`src/rtl/uncached_wbuf_ctrl.sv`:
```
// Uncached store buffer: a circular FIFO of d_cache stores drained as single-beat
// AXI writes, one outstanding at a time, with an address hazard check for loads.
module uncached_wbuf_ctrl #(
  parameter int unsigned DEPTH = 4,
  parameter logic [3:0]  WID   = 4'd1
) (
  input  logic        aclk,
  input  logic        aresetn,
  input  logic        req_valid,
  output logic        req_ready,
  input  logic [31:0] req_addr,
  input  logic [31:0] req_data,
  input  logic [3:0]  req_strb,
  input  logic [2:0]  req_size,
  input  logic [31:0] chk_addr,
  output logic        chk_hit,
  output logic        empty,
  output logic [3:0]  awid,
  output logic [31:0] awaddr,
  output logic [3:0]  awlen,
  output logic [2:0]  awsize,
  output logic [1:0]  awburst,
  output logic [1:0]  awlock,
  output logic [3:0]  awcache,
  output logic [2:0]  awprot,
  output logic        awvalid,
  input  logic        awready,
  output logic [3:0]  wid,
  output logic [31:0] wdata,
  output logic [3:0]  wstrb,
  output logic        wlast,
  output logic        wvalid,
  input  logic        wready,
  input  logic [3:0]  bid,
  input  logic [1:0]  bresp,
  input  logic        bvalid,
  output logic        bready,
  output logic        wr_err
);

  localparam int unsigned PW = $clog2(DEPTH);
  localparam logic [PW:0] FULL = (PW+1)'(DEPTH);

  typedef enum logic [1:0] {IDLE, SEND, RESP} state_t;

  state_t         state, state_nx;
  logic [31:0]    addr_q [DEPTH];
  logic [31:0]    data_q [DEPTH];
  logic [3:0]     strb_q [DEPTH];
  logic [2:0]     size_q [DEPTH];
  logic [PW-1:0]  head, tail, offs;
  logic [PW:0]    count;
  logic           aw_done, w_done;
  logic           push, pop, aw_hs, w_hs;
  logic           unused_ok;

  assign unused_ok = ^{bid, chk_addr[1:0]};

  assign req_ready = (count != FULL);
  assign push      = req_valid & req_ready;
  assign pop       = (state == RESP) & bvalid;
  assign aw_hs     = awvalid & awready;
  assign w_hs      = wvalid & wready;
  assign empty     = (count == '0) & (state == IDLE);

  always_ff @(posedge aclk) begin
    if (push) begin
      addr_q[tail] <= req_addr;
      data_q[tail] <= req_data;
      strb_q[tail] <= req_strb;
      size_q[tail] <= req_size;
    end
  end

  always_ff @(posedge aclk or negedge aresetn) begin
    if (!aresetn) begin
      head  <= '0;
      tail  <= '0;
      count <= '0;
    end else begin
      if (push) tail <= tail + 1'b1;
      if (pop)  head <= head + 1'b1;
      unique case ({push, pop})
        2'b10:   count <= count + 1'b1;
        2'b01:   count <= count - 1'b1;
        default: count <= count;
      endcase
    end
  end

  always_ff @(posedge aclk or negedge aresetn) begin
    if (!aresetn) state <= IDLE;
    else          state <= state_nx;
  end

  always_comb begin
    state_nx = state;
    unique case (state)
      IDLE: if (count != '0) state_nx = SEND;
      SEND: if ((aw_done | aw_hs) & (w_done | w_hs)) state_nx = RESP;
      RESP: if (bvalid) state_nx = IDLE;
      default: state_nx = IDLE;
    endcase
  end

  // Handshake flags are cleared on the way into RESP so the next SEND starts fresh.
  always_ff @(posedge aclk or negedge aresetn) begin
    if (!aresetn) begin
      aw_done <= 1'b0;
      w_done  <= 1'b0;
    end else if (state == SEND) begin
      if (state_nx == RESP) begin
        aw_done <= 1'b0;
        w_done  <= 1'b0;
      end else begin
        if (aw_hs) aw_done <= 1'b1;
        if (w_hs)  w_done  <= 1'b1;
      end
    end
  end

  always_comb begin
    awvalid = 1'b0;
    wvalid  = 1'b0;
    bready  = 1'b0;
    unique case (state)
      SEND: begin
        awvalid = ~aw_done;
        wvalid  = ~w_done;
      end
      RESP:    bready = 1'b1;
      default: ;
    endcase
  end

  always_ff @(posedge aclk or negedge aresetn) begin
    if (!aresetn)                    wr_err <= 1'b0;
    else if (pop && bresp != 2'b00)  wr_err <= 1'b1;
  end

  assign awid    = WID;
  assign wid     = WID;
  assign awlen   = '0;
  assign awburst = 2'b01;
  assign awlock  = '0;
  assign awcache = '0;
  assign awprot  = '0;
  assign wlast   = 1'b1;
  assign awaddr  = addr_q[head];
  assign awsize  = size_q[head];
  assign wdata   = data_q[head];
  assign wstrb   = strb_q[head];

  // An entry is live when its distance from head is below count; head stays live until pop.
  always_comb begin
    chk_hit = 1'b0;
    offs    = '0;
    for (int unsigned i = 0; i < DEPTH; i++) begin
      offs = PW'(i) - head;
      if (({1'b0, offs} < count) && (addr_q[i][31:2] == chk_addr[31:2]))
        chk_hit = 1'b1;
    end
  end

endmodule

```
`config.mk`:
```
export PLATFORM = sky130hd
export DESIGN_NAME = uncached_wbuf_ctrl
export DESIGN_NICKNAME = d
export VERILOG_FILES = /design/src/rtl/uncached_wbuf_ctrl.sv
export SDC_FILE = /design/constraint.sdc
export NUM_CORES = 1
export LEC_CHECK = 0
export BUFFER_PORTS_ARGS = -buffer_cell sky130_fd_sc_hd__buf_4
export CORE_MARGIN = 5
export CORE_UTILIZATION = 45
export DETAILED_ROUTE_END_ITERATION = 12
export PLACE_DENSITY = 0.66
export SLEW_MARGIN = 10
export SYNTH_ARGS = -nofsm -noshare
export SYNTH_HDL_FRONTEND = slang
export SYNTH_SLANG_ARGS = --single-unit
export TNS_END_PERCENT = 30
```
`constraint.sdc`:
```
create_clock -name aclk -period 6.8 [get_ports aclk]
set_input_delay 0.68 -clock aclk [delete_from_list [all_inputs] [get_ports aclk]]
set_output_delay 0.68 -clock aclk [all_outputs]
set_load 0.1 [all_outputs]
```
# Word level (Yosys, flattened, before mapping)
# Memory sizes are Yosys's and may differ from the RTL's.
# Index checks and enable logic that the tools add are counted.
dict set report word_totals {
  ff_bits 12
  mem_bits_rw 284
  in_bits 115
  output_inout_bits 102
  n_memories 4
}
# memory words word_bits read_ports rd_clocked_by_memory_dff write_ports line_no
set mem_list {}
lappend mem_list {addr_q 4 32 5 0 1 47} ;# logic [31:0] addr_q [DEPTH];
lappend mem_list {data_q 4 32 1 0 1 48} ;# logic [31:0] data_q [DEPTH];
lappend mem_list {strb_q 4 4 1 0 1 49} ;# logic [3:0] strb_q [DEPTH];
lappend mem_list {size_q 4 3 1 0 1 50} ;# logic [2:0] size_q [DEPTH];
dict set report classes {
  n_addsub 8
  order_cmp 4
  eq_ne 10
  mux 18
  bitwise_logic 10
  n_reduce_logical 14
}
# cell n
set ops {}
lappend ops {{$eq A30 B30 Y1} 4}
lappend ops {{$mux W1} 13}
lappend ops {{$lt A2 B3 Y1} 4}
lappend ops {{$reduce_bool A2 Y1} 4}
lappend ops {{$and A1 B1 Y1} 6}
lappend ops {{$eq A2 B2 Y1 const B} 3}
lappend ops {{$mux W2} 3}
lappend ops {{$pmux W2 S3} 1}
lappend ops {{$pmux W3 S2} 1}
lappend ops {{$logic_and A1 B1 Y1} 5}
lappend ops {{$add A2 B1 Y2 const B} 2}
lappend ops {{$eq A2 B1 Y1 const B} 2}
lappend ops {{$reduce_and A2 Y1} 2}
lappend ops {{$sub A1 B2 Y2 const A} 2}
lappend ops {{$sub A2 B2 Y2 const A} 2}
lappend ops {{$add A3 B1 Y3 const B} 1}
lappend ops {{$logic_not A3 Y1} 1}
lappend ops {{$ne A3 B3 Y1 const B} 1}
lappend ops {{$reduce_bool A3 Y1} 1}
lappend ops {{$sub A3 B1 Y3 const B} 1}
lappend ops {{$logic_not A2 Y1} 1}
lappend ops {{$not A1 Y1} 2}
lappend ops {{$or A1 B1 Y1} 2}

# Logic depth before layout (Yosys ltp)
# Gate-level depths: netlist of the first run.
dict set report logic_depth {
  depth_word 10
  mapped_depth 10
  depth_no_buf 10
}

# Worst setup path before layout of the first run
# OpenSTA, ideal clock, no wires.
dict set report synth_path {
  path_kind {flip-flop to flip-flop}
  startpoint {register count[1]}
  endpoint {memory addr_q[0][0] (enable)}
  setup_ns 0.437
  arrival_ns 3.132
  setup_slack_ns 3.231
  stages_incl_launch_ff 4
  path_buffers 0
  path_cell_list {dfrtp_1 -> inv_1 -> nand3_1 -> and3_1}
}
dict set report synth_between {
  elab_chain_cells 4
}
# element line_no
set synth_rtl {}
lappend synth_rtl {{start: declaration} 52} ;# logic [PW:0] count;
lappend synth_rtl {{start signal: assignment} 84} ;# 2'b10: count <= count + 1'b1;
lappend synth_rtl {{start signal: assignment} 85} ;# 2'b01: count <= count - 1'b1;
lappend synth_rtl {{start signal: assignment} 86} ;# default: count <= count;
lappend synth_rtl {{$ne A3 B3 Y1} 59} ;# assign req_ready = (count != FULL);
lappend synth_rtl {{net req_ready} 10} ;# output logic req_ready,
lappend synth_rtl {{$and A1 B1 Y1} 60} ;# assign push = req_valid & req_ready;
lappend synth_rtl {{$mux W1} 67} ;# if (push) begin
lappend synth_rtl {{$mux W1 (implied by the code)} 68} ;# addr_q[tail] <= req_addr;
lappend synth_rtl {{end: declaration} 47}
# The timed path passes the listed nets, and every way through them passes these cells.

# Final worst setup path of the first run
dict set report layout_path {
  startpoint {register head[0]}
  endpoint {output port chk_hit}
}
dict set report layout_between {
  elab_chain_cells 7
}
# element line_no
set layout_rtl {}
lappend layout_rtl {{start: declaration} 51} ;# logic [PW-1:0] head, tail, offs;
lappend layout_rtl {{start signal: assignment} 82} ;# if (pop) head <= head + 1'b1;
lappend layout_rtl {{$sub A1 B2 Y2} 159} ;# offs = PW'(i) - head;
lappend layout_rtl {{$lt A2 B3 Y1} 160} ;# if (({1'b0, offs} < count) && (addr_q[i][31:2] == chk_addr[31:2]))
lappend layout_rtl {{$logic_and A1 B1 Y1} 160}
lappend layout_rtl {{$mux W1 (3 in a row)} 160}
lappend layout_rtl {{$mux W1 (*)} 160}
lappend layout_rtl {{end: declaration} 16} ;# output logic chk_hit,
# Mark *: on every way between the ends. The rest lies on a longest branch, timed or not.

==> impl_metrics.py, run 1 <==
metrics = {
    "worst_setup_path": {
        "worstReg2RegStart": "count[1]$_DFFE_PN0P_",
        "path_class": "flip-flop to primary output",
        "critPathCapture": "chk_hit",
        "worstPathArrival_ns": 3.36,
        "cp-start-kind": "flip-flop",
        "regToRegEndpoint": "data_q[0][10]$_DFFE_PP_",
        "setup.worst_path.end_class": "primary output",
        "reg2reg_setup_slack_ns": 4.39,
        "worst-r2r-cell-count": 4,
        "worstSetupStartpoint": "head[0]$_DFFE_PN0P_",
        "crit_fanout": 43,
        "req_time_crit_path_ns": 6.12,
    },
    "logic_synthesis": {
        "cells_after_synthesis": 657,
        "share_of_yosys_cell_area_claimed_by_the_top_area_cell_type": 0.6730,
        "syn_area_sq_um": 12670,
        "synthFlopType": "edfxtp_1",
        "synth_sequential_area_ratio": 0.6967,
        "synth_top_cells_by_area": "edfxtp_1 67%, mux4_2 13%, xnor2_1 6.2%",
        "async_reset_ff_frac": 0.04054,
        "mean_instance_size_in_the_synthesized_netlist_sq_um": 19.29,
        "yosysWarnings": 0,
        "post-synth-top-count-cell": "edfxtp_1",
        "ys_types": 42,
        "synth_top_area_cell": "edfxtp_1",
        "synth_common_cells": "284 x edfxtp_1, 89 x xnor2_1, 71 x mux4_2",
        "synth-seq-cells": 296,
        "synth-edff-count": 284,
    },
    "die": {
        "chipWidth_microns": 177.8,
        "core_region_area_sq_um": 27780,
        "initial_utilization": 0.4561,
        "io-pin-count": 217,
        "dieArea_sq_um": 31620,
        "floorplan.die.height_microns": 177.8,
        "number_of_cell_rows": 61,
    },
    "grt": {
        "grt_max_degree": 60,
        "congestion_overflow_gr": 0,
        "initial_antenna_violation_count": 2,
        "vias_in_the_first_global_route": 6817,
        "groute.usage.overall": 0.1754,
        "grt_first_pass_wirelength_microns": 41500,
    },
    "routing": {
        "vias_after_detailed_routing": 6417,
        "average_via_count_per_standard_cell": 5.146,
        "routed_antenna_nets": 0,
        "dr.pass1.iters": 4,
        "detail_route.wirelength_microns": 27970,
        "drt_iter0_markers": 394,
        "drt-wirelength-per-cell_microns": 22.43,
        "remaining_drc_errors": 0,
    },
    "layout": {
        "post-route-cell-area_sq_um": 15320,
        "signed_area_change_from_the_synthesized_netlist_to_the_final_layout_pct": 20.87,
        "n_antenna_cell": 0,
        "finish.cell_count_without_fillers": 1247,
        "final_net_count": 970,
        "post_route_cells_drive_above_1_share": 0.3751,
    },
    "sta": {
        "final-max-slew-violation-count": 0,
        "finalHoldViolCount": 0,
        "sum_of_negative_setup_slack_ns": 0,
        "timing.hold.ws_ns": 0.3313,
        "tightestPinTransition_ns": 0.9455,
        "rsz0062_at_grt": "no",
        "final_period_minus_worst_setup_slack_ns": 4.039,
        "final.setup_skew_ns": 0.01613,
        "achievable-frequency_mhz": 247.6,
        "finalSetupViolCount": 0,
        "relSlewSlack": 0.3696,
        "layout_worst_path_cycle_share": 0.5940,
    },
    "clock_network": {
        "clock_edge_transition_at_the_registers_on_the_reported_setup_and_hold_paths_ns": 0.06,
        "worst_skew_pair.late_latency_ns": 0.53,
        "cts-root-buf": "clkbuf_16",
        "number_of_buffers_created_by_cts": 30,
        "clk_path_buf_depth": 3,
        "cts_tree": "done",
        "clkSinkCount": 296,
        "h-tree-depth": 1,
    },
    "place": {
        "placedInstanceArea_sq_um": 14350,
        "gp_congestion": 0.8348,
        "portBuffers": 186,
        "placedCellCount": 1190,
        "detailed_place_hpwl_microns": 18730,
    },
    "worst_hold_path": {
        "hp-start": "req_addr[0]",
        "holdCritPathClass": "input port to flip-flop",
    },
    "run": {
        "max-cap-violations": 0,
    },
    "status": {
        "status": "finished, final reports clean",
    },
}
[registers in the layout, summed over array words and instances, names as in the netlist]
signal and count:
addr_q 128, data_q 128, strb_q 16, size_q 12
count 3, head 2, state 2, tail 2
aw_done 1, w_done 1, wr_err 1
[area by class of cell]
cell class | count | area, sq um
multi-input combinational | 313 | 3560
sequential | 296 | 8836
timing repair buffer | 193 | 1451
fill | 2251 | 12460
inverter | 11 | 41.29
tap | 378 | 473.0
clock inverter | 18 | 153.9
clock buffer | 38 | 802.0
[how the worst min path moves through the flow]
stage                                    to  slack, ns  depth (start not counted)
floorplan               aw_done$_DFFE_PN0P_       0.38                          0
global placement         wr_err$_DFFE_PN0P_       0.47                          1
detailed placement       wr_err$_DFFE_PN0P_       0.46                          1
CTS                  addr_q[3][0]$_DFFE_PP_       0.31                          1
global route        addr_q[0][29]$_DFFE_PP_       0.31                          1
finish               addr_q[3][0]$_DFFE_PP_       0.33                          1
[per-stage QoR]
stage,setup WS (ns),utilization
6_report,2.761,0.5513
5_1_grt,2.492,0.5513
4_1_cts,2.663,0.5513
3_5_place_dp,3.258,0.5166
3_3_place_gp,3.228,0.5166
2_1_floorplan,3.231,-
[cells by family (layout without fill, tap and decap cells)]
group	Yosys count	in the layout	share of synthesized area
simple gates	65	65	0.03624
xor+xnor	127	127	0.08778
other cells	2	24	0.0005926
buf+inv	70	260	0.03051
compound gates	15	15	0.01066
fa+ha+maj	10	10	0.01047
mux	72	72	0.1271
flops	296	296	0.6967
[metal layers]
layer,track usage,share of wire,up-vias
li1,-,-,2900
met1,0.2402,0.41,3265
met2,0.2831,0.48,218
met3,0.05134,0.088,30
met4,0.03577,0.016,4
met5,0,0.00075,-
[cell usage in the layout (no fill, tap or decap), types with 2 or more instances in the layout]
cell type,netlist,routed
edfxtp_1,284,284
buf_4,24,192
xnor2_1,89,89
mux4_2,71,71
xor2_1,38,38
clkbuf_16,0,31
conb_1,2,24
nand4_1,22,22
nor2_1,11,11
dfrtp_1,12,10
ha_1,9,9
clkinv_1,0,9
inv_1,8,8
clkbuf_1,19,7
clkinv_2,0,6
nand2_1,5,5
nor4_1,4,4
and3_4,0,4
a2111oi_0,4,4
nor2b_1,3,3
inv_2,3,3
a21oi_1,3,3
nor4_4,3,3
bufinv_16,0,3
nor4_2,2,2
nor2_2,2,2
a2111o_1,2,2
a2111oi_2,2,2
nand4_4,2,2
dfrtp_4,0,2
[timing repair]
action / CTS / global route
buffers inserted: 0 / 0
gates resized for setup: 0 / 0
endpoints found under the hold margin: 12 / 0
hold buffers: 1 / 0
[critical path, stage by stage (launching register included)]
cell	delay (ns)
dfrtp_4	1.01
xor2_1	0.25
inv_1	0.06
ha_1	0.18
a2111o_1	0.41
a2111oi_2	0.29
nand4_1	0.13
nand4_1	0.16
buf_4	0.31
Power of run 1 is left out: the tool's default activity adds up to more than one toggle a clock period on the data nets, which glitch-free logic cannot reach.
==> run 2: changes to the inputs <==
==> constraint.sdc (replaced) <==
create_clock -name aclk -period 4.06 [get_ports aclk]
set_input_delay 0.406 -clock aclk [delete_from_list [all_inputs] [get_ports aclk]]
set_output_delay 0.406 -clock aclk [all_outputs]
set_load 0.1 [all_outputs]
==> run 2 against run 1 <==
Net effect: final cell count grew 0.24%; flip-flop and latch count unchanged; first-iteration DRC count rose by 8.1%; worst hold slack worse by 0.28 ns; sequential share of layout area down 0.18 points; die area unchanged; count of clock-buffer cells in the layout grew 1; critical path depth fell by 5; global-route usage up 0.19 points; setup slack worse by 2.1 ns; wire length grew 0.80%; clock skew shrank 0.011 ns; critical path type unchanged; largest cell class unchanged.
==> impl_metrics.py, run 2 (same netlist as run 1, synthesis figures left out) <==
metrics = {
    "worst_setup_path": {
        "reg2reg_setup_slack_ns": 1.72,
        "crit_top_cell": "buf_4",
        "crit_slowest_cell": "buf_4",
        "req_time_crit_path_ns": 3.65,
        "worstReg2RegStart": "count[1]$_DFFE_PN0P_",
        "crit_fanout": 48,
        "worstPathArrival_ns": 2.99,
        "timing.critical_path.slowest_cell_delay_ns": 0.81,
        "regToRegEndpoint": "data_q[0][12]$_DFFE_PP_",
        "path_class": "flip-flop to primary output",
        "cp.buffers_inverters": 2,
        "cp-start-kind": "flip-flop",
        "worst-r2r-cell-count": 4,
        "timing.critical_path.cells": "buf_4, mux4_2, buf_4",
        "setup.worst_path.end_class": "primary output",
        "crit_cells": 3,
        "crit_family": "buffers and inverters",
    },
    "layout": {
        "largest_registers": "addr_q (128), data_q (128), strb_q (16)",
        "fillerInstances": 2233,
        "mostFrequentLayoutCells": "284 x edfxtp_1, 197 x buf_4, 89 x xnor2_1, 71 x mux4_2, 38 x xor2_1",
        "n_antenna_cell": 0,
        "mostFrequentLayoutCell": "edfxtp_1",
        "signed_area_change_from_the_synthesized_netlist_to_the_final_layout_pct": 21.25,
        "finish.cell_count_without_fillers": 1250,
        "post_route_cells_drive_above_1_share": 0.3842,
        "final_net_count": 976,
    },
    "grt": {
        "initial_antenna_violation_count": 2,
        "grt_first_pass_wirelength_microns": 41780,
        "vias_in_the_first_global_route": 6766,
        "groute.usage.overall": 0.1773,
        "congestion_overflow_gr": 0,
        "grt_max_degree": 56,
    },
    "status": {
        "status": "finished, final reports clean",
    },
    "place": {
        "detailed_place_hpwl_microns": 19350,
        "placedCellCount": 1195,
        "gp_congestion": 0.8108,
        "detailedPlace.worstSlack_ns": 1.154,
        "portBuffers": 186,
    },
    "clock_network": {
        "cts_resized": 0,
        "cts-root-buf": "clkbuf_16",
        "number_of_buffers_created_by_cts": 31,
        "clkSinkCount": 296,
        "worst_skew_pair.late_latency_ns": 0.55,
        "clock_edge_transition_at_the_registers_on_the_reported_setup_and_hold_paths_ns": 0.06,
        "clk_path_buf_depth": 3,
        "h-tree-depth": 1,
        "cts_tree": "done",
    },
    "sta": {
        "achievable-frequency_mhz": 294.7,
        "finalSetupViolCount": 0,
        "timing.hold.ws_ns": 0.05389,
        "final-max-slew-violation-count": 0,
        "final_period_minus_worst_setup_slack_ns": 3.393,
        "tightestPinTransition_ns": 1.026,
        "sum_of_negative_setup_slack_ns": 0,
        "rsz0062_at_grt": "no",
        "relSlewSlack": 0.3161,
        "layout_worst_path_cycle_share": 0.8358,
        "finalHoldViolCount": 0,
        "postLayoutSetupSlackWorst_ns": 0.6667,
        "final.setup_skew_ns": 0.005288,
    },
    "worst_hold_path": {
        "hp-start": "req_data[21]",
        "hold-path-endpoint": "data_q[0][21]$_DFFE_PP_",
        "min_delay_path_depth": 1,
        "holdCritPathClass": "input port to flip-flop",
    },
    "routing": {
        "remaining_drc_errors": 0,
        "dr.pass1.iters": 4,
        "drt-wirelength-per-cell_microns": 22.55,
        "drt_iter0_markers": 426,
        "routed_antenna_nets": 0,
        "vias_after_detailed_routing": 6462,
        "detail_route.wirelength_microns": 28190,
        "average_via_count_per_standard_cell": 5.170,
    },
    "run": {
        "max-cap-violations": 0,
    },
    "die": {
        "initial_utilization": 0.4561,
        "core_region_area_sq_um": 27780,
        "io-pin-count": 217,
        "number_of_cell_rows": 61,
        "chipWidth_microns": 177.8,
        "dieArea_sq_um": 31620,
        "floorplan.die.height_microns": 177.8,
    },
}
## run 2: area by class of cell
cell class,instances,area [sq um],share of cell area
clock inverters,15,130.1,0.008469
clock buffers,39,835.8,0.05440
inverters,11,41.29,0.002687
flip-flops and latches,296,8836,0.5751
well taps,378,473.0,0.03078
multi-input cells,313,3560,0.2317
repair buffers,198,1489,0.09691
## run 2: routing by layer
metal	global-route usage	wire (microns)	vias to the layer above
li1	-	-	2917
met1	0.2416	11930	3312
met2	0.2893	13740	188
met3	0.05177	2074	41
met4	0.03287	409	4
met5	0	34	-
## run 2: stage by stage
step | area [sq um] | util
after floorplan | 12750 | -
after global placement | 14390 | 0.5179
after detailed placement | 14390 | 0.5179
after CTS | 15360 | 0.5531
after global routing | 15360 | 0.5531
final | 15360 | 0.5531
## run 2: worst max path at each step
stage | slack (ns) | from | to
floorplan | 0.49 | count[1]$_DFFE_PN0P_ | addr_q[0][0]$_DFFE_PP_
global placement | 1.16 | head[0]$_DFFE_PN0P_ | awaddr[26]
global route | 0.43 | head[0]$_DFFE_PN0P_ | wdata[13]
CTS | 0.55 | head[0]$_DFFE_PN0P_ | wdata[4]
detailed placement | 1.15 | head[0]$_DFFE_PN0P_ | wdata[4]
finish | 0.67 | head[0]$_DFFE_PN0P_ | wdata[4]
## run 2: repair_timing
action,4_1_cts,5_1_grt
hold endpoints to repair,12,0
hold buffers,1,0
buffers inserted,0,0
Power of run 2 is left out for the same reason.
